### config.mk
export PLATFORM = sky130hd
export DESIGN_NAME = ms_rd_slave
export DESIGN_NICKNAME = d
export VERILOG_FILES = /design/src/rtl/ms_rd_slave.sv
export SDC_FILE = /design/constraint.sdc
export NUM_CORES = 1
export LEC_CHECK = 0
export BUFFER_PORTS_ARGS = -buffer_cell sky130_fd_sc_hd__clkbuf_2
export CAP_MARGIN = 20
export CORE_MARGIN = 4
export CORE_UTILIZATION = 45
export CTS_CLUSTER_SIZE = 12
export DETAILED_ROUTE_END_ITERATION = 10
export PLACE_DENSITY = 0.65
export SETUP_SLACK_MARGIN = 0.1
export SLEW_MARGIN = 20
export SYNTH_ARGS = -nofsm -noshare
export SYNTH_HDL_FRONTEND = slang
export SYNTH_SLANG_ARGS = --single-unit
export TNS_END_PERCENT = 1
### constraint.sdc
create_clock -name clk -period 2.1 [get_ports clk]
set_input_delay 0.315 -clock clk [delete_from_list [all_inputs] [get_ports clk]]
set_output_delay 0.315 -clock clk [all_outputs]
set_load 0.05 [all_outputs]
### src/rtl/ms_rd_slave.sv
// Register-file responder with split address/data write phases, single-cycle
// registered reads, same-edge write-to-read bypass and a stall window after address-3 accesses.
module ms_rd_slave #(
   parameter int REG3_WAIT = 1
) (
   input  logic       clk,
   input  logic       rstn,
   input  logic       wr_en,
   input  logic [1:0] addr,
   input  logic [7:0] data,
   input  logic       rd_req,
   input  logic [1:0] rd_addr,
   output logic       sready,
   output logic [7:0] rd_data,
   output logic       rd_valid
);

   typedef enum logic {
      ST_IDLE = 1'b0,
      ST_WAIT = 1'b1
   } state_t;

   localparam logic [3:0] LP_WAIT     = 4'(REG3_WAIT);
   localparam logic [3:0] LP_WAIT_M1  = LP_WAIT - 4'd1;
   localparam logic       LP_STALL_EN = (REG3_WAIT > 0);

   state_t     r_state;
   logic [3:0] r_cnt;
   logic       r_wr_pend;
   logic [1:0] r_wr_addr;
   logic [7:0] r_r0;
   logic [7:0] r_r1;
   logic       r_r2;
   logic [3:0] r_r3;
   logic [7:0] r_rd_data;
   logic       r_rd_valid;

   logic       w_sready;
   logic       w_wr_acc;
   logic       w_rd_acc;
   logic       w_hit3;
   logic       w_bypass;
   logic [7:0] w_reg_val;
   logic [7:0] w_wr_val;
   logic [7:0] w_rd_next;

   assign w_sready = (r_state == ST_IDLE);
   assign w_wr_acc = wr_en  & w_sready;
   assign w_rd_acc = rd_req & w_sready;
   assign w_hit3   = (w_wr_acc && (addr == 2'd3)) || (w_rd_acc && (rd_addr == 2'd3));
   assign w_bypass = r_wr_pend && (r_wr_addr == rd_addr);

   // Read-side view of the register file and of the in-flight write data.
   always_comb begin
      w_reg_val = 8'h00;
      w_wr_val  = 8'h00;
      case (rd_addr)
         2'd0:    w_reg_val = r_r0;
         2'd1:    w_reg_val = r_r1;
         2'd2:    w_reg_val = {7'b0000000, r_r2};
         2'd3:    w_reg_val = {4'b0000, r_r3};
         default: w_reg_val = 8'h00;
      endcase
      case (r_wr_addr)
         2'd0, 2'd1: w_wr_val = data;
         2'd2:       w_wr_val = {7'b0000000, data[0]};
         2'd3:       w_wr_val = {4'b0000, data[3:0]};
         default:    w_wr_val = 8'h00;
      endcase
      if (w_bypass) begin
         w_rd_next = w_wr_val;
      end else begin
         w_rd_next = w_reg_val;
      end
   end

   // Write pipeline: capture address on acceptance, commit data one edge later.
   always_ff @(posedge clk or negedge rstn) begin
      if (!rstn) begin
         r_wr_pend <= 1'b0;
         r_wr_addr <= 2'd0;
         r_r0      <= 8'h00;
         r_r1      <= 8'h00;
         r_r2      <= 1'b0;
         r_r3      <= 4'h0;
      end else begin
         r_wr_pend <= w_wr_acc;
         r_wr_addr <= w_wr_acc ? addr : r_wr_addr;
         if (r_wr_pend) begin
            case (r_wr_addr)
               2'd0:    r_r0 <= data;
               2'd1:    r_r1 <= data;
               2'd2:    r_r2 <= data[0];
               2'd3:    r_r3 <= data[3:0];
               default: r_r0 <= r_r0;
            endcase
         end
      end
   end

   // Read response: one-cycle valid strobe, data held between reads.
   always_ff @(posedge clk or negedge rstn) begin
      if (!rstn) begin
         r_rd_data  <= 8'h00;
         r_rd_valid <= 1'b0;
      end else begin
         r_rd_valid <= w_rd_acc;
         if (w_rd_acc) begin
            r_rd_data <= w_rd_next;
         end
      end
   end

   // Stall FSM: address-3 access opens a REG3_WAIT-cycle not-ready window.
   always_ff @(posedge clk or negedge rstn) begin
      if (!rstn) begin
         r_state <= ST_IDLE;
         r_cnt   <= 4'd0;
      end else begin
         case (r_state)
            ST_IDLE: begin
               if (w_hit3 && LP_STALL_EN) begin
                  r_state <= ST_WAIT;
                  r_cnt   <= LP_WAIT_M1;
               end
            end
            ST_WAIT: begin
               if (r_cnt == 4'd0) begin
                  r_state <= ST_IDLE;
               end else begin
                  r_cnt <= r_cnt - 4'd1;
               end
            end
            default: begin
               r_state <= ST_IDLE;
               r_cnt   <= 4'd0;
            end
         endcase
      end
   end

   assign sready   = w_sready;
   assign rd_data  = r_rd_data;
   assign rd_valid = r_rd_valid;

endmodule

# == Word level (Yosys, flattened, before mapping) ==
# Index checks and enable logic that the tools add are counted.
# classes
reduce_logical,13
n_mux,9
bitwise_logic,3
eq_ne,10
addsub,1
# op_table
cell,n
$pmux 8 s4,1
$pmux 8 s3,1
$eq 2x2->1 const B,5
$reduce_and 2->1,5
$mux 4,2
$mux 8,1
$pmux 4 s2,1
$eq 2x1->1 const B,2
$logic_not 2->1,2
$logic_not 4->1,1
$sub 4x1->4 const B,1
$logic_and 1x1->1,3
$and 1x1->1,2
$eq 2x2->1,1
$mux 1,2
$ne 2x1->1 const B,1
$ne 2x2->1 const B,1
$pmux 1 s2,1
$reduce_or 2->1,1
$logic_or 1x1->1,1
$not 1->1,1
# word_totals
out_inout_bits,10
reg_bits,38
in_bits,16
wordCells,46

# == Longest topological paths before layout ==
# Gate-level depths: netlist of the first run.
# depth
word_depth,6
mapped_depth,6
ltp_nobuf,6

# == Worst setup path after synthesis of the first run ==
# OpenSTA, ideal clock, no wires.
# synth_timing
path_kind,reg-to-reg
from,register r_state
to,register r_cnt[0]
required_time_ns,1.950
path_buffers,0
path_stages_with_launch,7
path_slack_ns,0.577
synth_period_minus_slack_ns,1.523
arrival_time_ns,1.373
setup_time_ns,0.150
path_cell_list,dfrtp_1 -> inv_1 -> nand2_4 -> inv_2 -> a32o_1 -> nand2b_4 -> mux2i_1
# synth_between
elab_chain_len,6
elab_cells_between_ends,10
classes_between,eq/ne: 2; mux: 1; bitwise: 3; reduce/logical: 4
# synth_rtl
item,line,rtl
from (decl),27,state_t r_state;
from (signal assigned),117,r_state <= ST_IDLE;
from (signal assigned),123,r_state <= ST_WAIT;
from (signal assigned),129,r_state <= ST_IDLE;
$not 1->1,-,
named net sready,13,"output logic sready,"
$and 1x1->1,49,assign w_rd_acc = rd_req & w_sready;
named net w_rd_acc,40,logic w_rd_acc;
$logic_and 1x1->1,50,assign w_hit3 = (w_wr_acc && (addr == 2'd3)) || (w_rd_acc && (rd_addr == 2'd3));
$logic_or 1x1->1,50,
$ne 2x1->1 (no source line),-,
$reduce_and 2->1 (no source line),-,
to (signal assigned),131,r_cnt <= r_cnt - 4'd1;
to (decl),28,logic [3:0] r_cnt;
# The timed path passes the listed nets, and every way through them passes these cells.
# A chain may end at the register's enable or synchronous reset.

# == Worst setup path after layout of the first run ==
# layout_timing
from,register r_cnt[0]
to,register r_cnt[0]
# layout_between
elab_chain_len,3
elab_cells_between_ends,6
classes_between,add/sub: 1; eq/ne: 1; mux: 2; reduce/logical: 2
# layout_rtl
item,line
$sub 4x1->4 / $logic_not 4->1 (equally long branches),"131, 128"
$mux 4 / $ne 2x2->1 (equally long branches),-
$pmux 4 s2 / $reduce_and 2->1 (equally long branches),-
# Several ways; a longest one is shown, not always the timed one. The select of a mux whose other input is x is not followed.

==> flow_metrics.env, run 1 <==
export IMPL_crit_path_max_fanout=3
export IMPL_tightest_slew_ps=604.0
export IMPL_leakage_nw=0.9579
export IMPL_peakVddDrop_uv=705.8
export IMPL_grt_pass1_wl_um=5940
export IMPL_power_w=0.003123
export IMPL_slew_violations=0
export IMPL_core_area_um2=3716
export IMPL_vias_per_cell=5.301
export IMPL_diodes=0
export IMPL_h_tree_depth=2
export IMPL_post_cts_resize_count=0
export IMPL_grt_overflow=0
export IMPL_cts_tree="built"
export IMPL_startpoint_type="flip-flop"
export IMPL_antenna_found_initial=0
export IMPL_cts_buffer_depth=2
export IMPL_ys_seq_area_share_pct=54.17
export IMPL_cts_root_buf="clkbuf_8"
export IMPL_cts_setup_buffers=0
export IMPL_crit_required_ps=2310
export IMPL_cap_violations=0
export IMPL_drtPass1Iterations=4
export IMPL_syn_nets=153
export IMPL_endpoint_kind="flip-flop"
export IMPL_finalWorstSetupSlack_ps=519.5
export IMPL_worstHoldPathType="in2reg"
export IMPL_layout_commonest_cell="dfrtp_1"
export IMPL_synth_seq_cells=38
export IMPL_drt_total_wl_um=3243
export IMPL_gp_congestion=0.8139
export IMPL_synth_edf_count=0
export IMPL_grt_pass1_vias=1264
export IMPL_slew_headroom_pct=59.39
export IMPL_mostFrequentLayoutCells="38 x dfrtp_1, 29 x mux2_2, 25 x clkbuf_2"
export IMPL_rsz0062_at_grt="no"
export IMPL_layout_nets=184
export IMPL_drc=0
export IMPL_critPathKind="reg2reg"
export IMPL_drive_gt1_share_pct=40.48
export IMPL_routedWlPerCell_um=15.01
export IMPL_area_growth_pct=15.54
export IMPL_power_per_cell_area_nw_per_um2=1540
export IMPL_initialDrtViolationCount=90
export IMPL_hold_viol=0
export IMPL_setup_violations_final=0
export IMPL_initial_core_util_pct=47.24
export IMPL_fmax_ghz=0.6327
export IMPL_status="finished clean"
export IMPL_die_x_um=70.46
export IMPL_synthArstFlopShare_pct=100.0
export IMPL_final_min_clock_period_ps=1581
export IMPL_rows=22
export IMPL_route_vias_total=1145
export IMPL_setup_tns_ps=0
export IMPL_cts_sinks=38
export IMPL_yosys_most_used_dff="dfrtp_1"
export IMPL_synth_area_um2=1755
export IMPL_die_height_um=70.46
export IMPL_clk_pin_slew_ps=70
export IMPL_io_pins=26
export IMPL_hpwl_um=2353
export IMPL_synth_cells=136
export IMPL_ys_types=34
export IMPL_die_area_um2=4964
export IMPL_cts_inserted_buffers=5
export IMPL_grt_max_degree=23
export IMPL_clk_latency_ps=290
export IMPL_dp_slack_ps=536.4
export IMPL_fillers=329
export IMPL_final_period_utilization_pct=75.26
export IMPL_skew_ps=8.871
export IMPL_antenna_left=0
export IMPL_io_buffers=25
export IMPL_worstPathArrival_ps=1790
export IMPL_syn_avg_cell_area_um2=12.91
export IMPL_yosysWarningCount=0
export IMPL_track_usage_pct=15.51
## layout make-up
cell class	count	area, µm²	area share (%)
Timing Repair Buffer	28	150.1	7.403
Multi-Input combinational cell	89	757.0	37.32
Inverter	5	18.77	0.9254
Clock inverter	1	5.005	0.2468
Tap cell	48	60.06	2.961
Sequential cell	38	950.9	46.88
Clock buffer	7	86.33	4.257
## flip-flops by register name, indices dropped and copies added, names as in the netlist
signal	cells
r_cnt	4
r_r0	8
r_r1	8
r_r2	1
r_r3	4
r_state	1
r_wr_addr	2
r_wr_pend	1
rd_data	8
rd_valid	1
## path summary, 6_finish.rpt
| check | cells after the start | slack, ps | to | startpoint |
|---|---|---|---|---|
| min in group asynchronous | 2 | 480 | rd_data[0]$_DFFE_PN0N_ | rstn |
| max in group asynchronous | 3 | 990 | r_r1[5]$_DFFE_PN0P_ | rstn |
| worst min register to register | 2 | 480 | rd_data[4]$_DFFE_PN0N_ | rd_data[4]$_DFFE_PN0N_ |
| worst max-delay path | 6 | 520 | r_cnt[0]$_DFFE_PN0P_ | r_cnt[0]$_DFFE_PN0P_ |
| worst min-delay path | 2 | 270 | r_wr_addr[1]$_DFFE_PN0P_ | addr[1] |
| worst max register to register | 6 | 520 | r_cnt[0]$_DFFE_PN0P_ | r_cnt[0]$_DFFE_PN0P_ |
## power by group
part,switching [W],internal (W),total (W)
clock network,0.000246,0.000265,0.000510
logic,0.000736,0.000556,0.00129
registers,0.000227,0.00109,0.00132
## worst max-delay path, stage by stage, from the launching register on
cell and delay [ps]:
dfrtp_1 410, inv_1 70, ha_1 190, inv_1 50, o31ai_1 550, nand2b_4 90
mux2i_1 150
## stage by stage
step | utilization [%] | hold WS (ps) | area, µm² | instances
after CTS | 54.58 | 257.1 | 2028 | 216
after detailed placement | 51.85 | 275.2 | 1927 | 207
final | 54.58 | 266.3 | 2028 | 216
after floorplan | - | 19.41 | 1755 | 136
after global placement | 51.85 | 270.0 | 1927 | 207
after global routing | 54.58 | 255.3 | 2028 | 216
## synth_stat cells (all sizes together) (2+ instances only)
cell | n | area [µm²]
mux2i | 6 | 60.06
mux2 | 30 | 341.6
inv | 5 | 18.76
nor2b | 3 | 18.77
o21ai | 4 | 20.02
nand2 | 8 | 37.54
nand2b | 2 | 20.02
a221oi | 3 | 32.53
xnor2 | 2 | 17.52
dfrtp | 38 | 950.9
buf | 4 | 28.78
nand3 | 2 | 10.01
a21oi | 2 | 10.01
a22o | 4 | 35.03
nor2 | 11 | 41.29
## cells by family (layout without fill, tap and decap cells)
group,after synthesis,after routing,share of synthesized area (%)
buffers and inverters,9,41,2.708
XOR/XNOR,3,3,1.497
AO/OA/AOI/OAI,17,17,7.342
adder cells (fa/ha/maj),1,1,0.7126
flip-flops,38,38,54.17
multiplexers,37,37,24.38
AND/OR/NAND/NOR,31,31,9.195
## per-layer routing
layer | global-route usage [%] | share of wire [%] | up-vias
li1 | - | - | 547
met1 | 20.18 | 47 | 567
met2 | 23.28 | 46 | 23
met3 | 5.180 | 4.6 | 8
met4 | 7.021 | 1.9 | 0
met5 | 0 | 0 | -
## what timing repair did
item / CTS / global route
hold endpoints to repair: 16 / 0
endpoints found under the setup margin: 0 / 0
hold buffers: 1 / 0
(Power assumes the default switching activity.)
==> run 2: changes to the inputs <==
--- a/config.mk
+++ b/config.mk
@@ -11,7 +11,7 @@
 export CORE_UTILIZATION = 45
 export CTS_CLUSTER_SIZE = 12
 export DETAILED_ROUTE_END_ITERATION = 10
-export PLACE_DENSITY = 0.65
+export PLACE_DENSITY = 0.68
 export SETUP_SLACK_MARGIN = 0.1
 export SLEW_MARGIN = 20
 export SYNTH_ARGS = -nofsm -noshare
==> constraint.sdc (replaced) <==
create_clock -name clk -period 1.4 [get_ports clk]
set_input_delay 0.21 -clock clk [delete_from_list [all_inputs] [get_ports clk]]
set_output_delay 0.21 -clock clk [all_outputs]
set_load 0.05 [all_outputs]
==> run 2 against run 1 <==
Net effect:
- via count rose by 8.3%
- clock skew shrank 3.7 ps
- cell count grew 7.9%
- register-to-register slack worse by 470 ps
- combinational power grew 98%
- hold slack worse by 86 ps
- total power grew 76%
- sequential power grew 55%
- setup slack worse by 470 ps
- cell area up 15%
- critical path type unchanged
==> flow_metrics.env, run 2 (same netlist as run 1, synthesis figures left out) <==
export IMPL_io_pins=26
export IMPL_cts_buffer_depth=2
export IMPL_leakage_nw=1.120
export IMPL_startpoint_type="flip-flop"
export IMPL_clk_latency_ps=280
export IMPL_cts_inserted_buffers=5
export IMPL_swShare_pct=37.88
export IMPL_initialDrtViolationCount=82
export IMPL_top_layer="met4"
export IMPL_slew_headroom_pct=69.96
export IMPL_setup_violations_final=0
export IMPL_power_per_cell_area_nw_per_um2=2360
export IMPL_p_comb_share_pct=46.5
export IMPL_rows=22
export IMPL_met3_wirelength_um=143
export IMPL_fillers=289
export IMPL_grt_max_degree=24
export IMPL_drc=0
export IMPL_cts_tree="built"
export IMPL_cts_sinks=38
export IMPL_grt_pass1_wl_um=6479
export IMPL_pwr_share_seq_pct=37.1
export IMPL_initial_core_util_pct=47.24
export IMPL_endpoint_kind="flip-flop"
export IMPL_p_clk_share_pct=16.4
export IMPL_grt_pass1_vias=1333
export IMPL_final_period_utilization_pct=96.51
export IMPL_finish_utilization_pct=62.59
export IMPL_drt_total_wl_um=3933
export IMPL_finalWorstSetupSlack_ps=48.86
export IMPL_drive_gt1_share_pct=56.22
export IMPL_slowest_stage="dfrtp_2"
export IMPL_hold_viol=0
export IMPL_layout_commonest_cell="dfrtp_1"
export IMPL_antenna_found_initial=0
export IMPL_worstPathCellList="nor2b_4 -> nor2b_4 -> buf_6 -> mux2_4"
export IMPL_setup_tns_ps=0
export IMPL_peakVddDrop_uv=962.0
export IMPL_die_x_um=70.46
export IMPL_status="finished clean"
export IMPL_antenna_left=0
export IMPL_route_vias_total=1240
export IMPL_mostFrequentLayoutCells="35 x dfrtp_1, 24 x clkbuf_2, 21 x mux2_2"
export IMPL_final_min_clock_period_ps=1351
export IMPL_h_tree_depth=2
export IMPL_critPathKind="reg2reg"
export IMPL_io_buffers=25
export IMPL_core_area_um2=3716
export IMPL_power_w=0.005490
export IMPL_crit_family="flip-flops"
export IMPL_crit_top_cell="nor2b_4"
export IMPL_hold_ws_ps=180.7
export IMPL_slew_violations=0
export IMPL_skew_ps=5.192
export IMPL_hpwl_um=2684
export IMPL_routedWlPerCell_um=16.88
export IMPL_clk_pin_slew_ps=80
export IMPL_p_int_w=0.003411
export IMPL_worstHoldPathType="in2reg"
export IMPL_crit_required_ps=1570
export IMPL_vias_per_cell=5.322
export IMPL_fmax_ghz=0.7401
export IMPL_rsz0062_at_grt="yes"
export IMPL_met1_length_um=1641
export IMPL_crit_path_max_fanout=8
export IMPL_diodes=0
export IMPL_drtPass1Iterations=4
export IMPL_worstPathArrival_ps=1520
export IMPL_cap_violations=0
export IMPL_gp_congestion=0.8671
export IMPL_layout_nets=201
export IMPL_cts_root_buf="clkbuf_8"
export IMPL_route_met2_wl_um=2088
export IMPL_area_growth_pct=32.50
export IMPL_dp_slack_ps=-15.77
export IMPL_track_usage_pct=16.80
export IMPL_die_area_um2=4964
export IMPL_die_height_um=70.46
export IMPL_tightest_slew_ps=450.6
export IMPL_slowest_delay_ps=460
export IMPL_grt_overflow=0
export IMPL_crit_buf_inv=1
export IMPL_switching_power_w=0.002079
==> run 2: cell types whose count changed in the layout (fill, tap and decap cells not counted), sizes merged <==
cell | previous run | this run
bufinv | 0 | 1
clkbuf | 32 | 30
clkinv | 1 | 2
buf | 2 | 19
==> run 2: final cells by class <==
cell class | count | area [µm²] | area share [%]
well taps | 48 | 60.06 | 2.582
clock buffers | 5 | 68.82 | 2.959
multi-input cells | 89 | 874.6 | 37.60
flip-flops and latches | 38 | 954.7 | 41.04
repair buffers | 45 | 309.0 | 13.29
clock inverters | 3 | 40.04 | 1.721
inverters | 5 | 18.77 | 0.8069
==> run 2: repair_timing <==
| item | 4_1_cts | 5_1_grt |
|---|---|---|
| gates cloned | 0 | 0 |
| gates resized for setup | 17 | 17 |
| setup buffers | 1 | 2 |
| endpoints found under the setup margin | 20 | 32 |
| endpoints found under the hold margin | 15 | 0 |
| hold buffers | 1 | 0 |
| pin swaps | 3 | 3 |
==> run 2: power groups by stage <==
| stage | clock network (W) | logic [W] | registers, W |
|---|---|---|---|
| after global placement | 0 | 0.00212 | 0.00196 |
| after CTS | 0.000920 | 0.00237 | 0.00199 |
| after floorplan | 0 | 0.00118 | 0.00232 |
| after global routing | 0.000977 | 0.00275 | 0.00209 |
| final | 0.000898 | 0.00255 | 0.00204 |
| after detailed placement | 0 | 0.00219 | 0.00200 |
==> run 2: path summary, 6_finish.rpt <==
check	cells past startpoint	slack, ps	endpoint	from
max	4	50	r_r0[6]$_DFFE_PN0P_	r_wr_addr[1]$_DFFE_PN0P_
min	2	180	r_wr_addr[0]$_DFFE_PN0P_	addr[0]
max reg2reg	4	50	r_r0[6]$_DFFE_PN0P_	r_wr_addr[1]$_DFFE_PN0P_
min reg2reg	2	500	rd_data[4]$_DFFE_PN0N_	rd_data[4]$_DFFE_PN0N_
max in group asynchronous	3	500	r_state$_DFF_PN0_	rstn
min in group asynchronous	2	400	rd_data[0]$_DFFE_PN0N_	rstn
==> run 2: per-layer routing <==
layer  GRT usage [%]  vias up
met3           4.604        8
met4           6.809        0
li1                -      586
met5               0        -
met1           19.78      618
met2           28.69       28
==> run 2: metrics by stage <==
stage / instances / cell area, µm²
floorplan: 136 / 1755
finish: 233 / 2326
global placement: 221 / 2057
CTS: 231 / 2250
global route: 233 / 2326
detailed placement: 221 / 2057
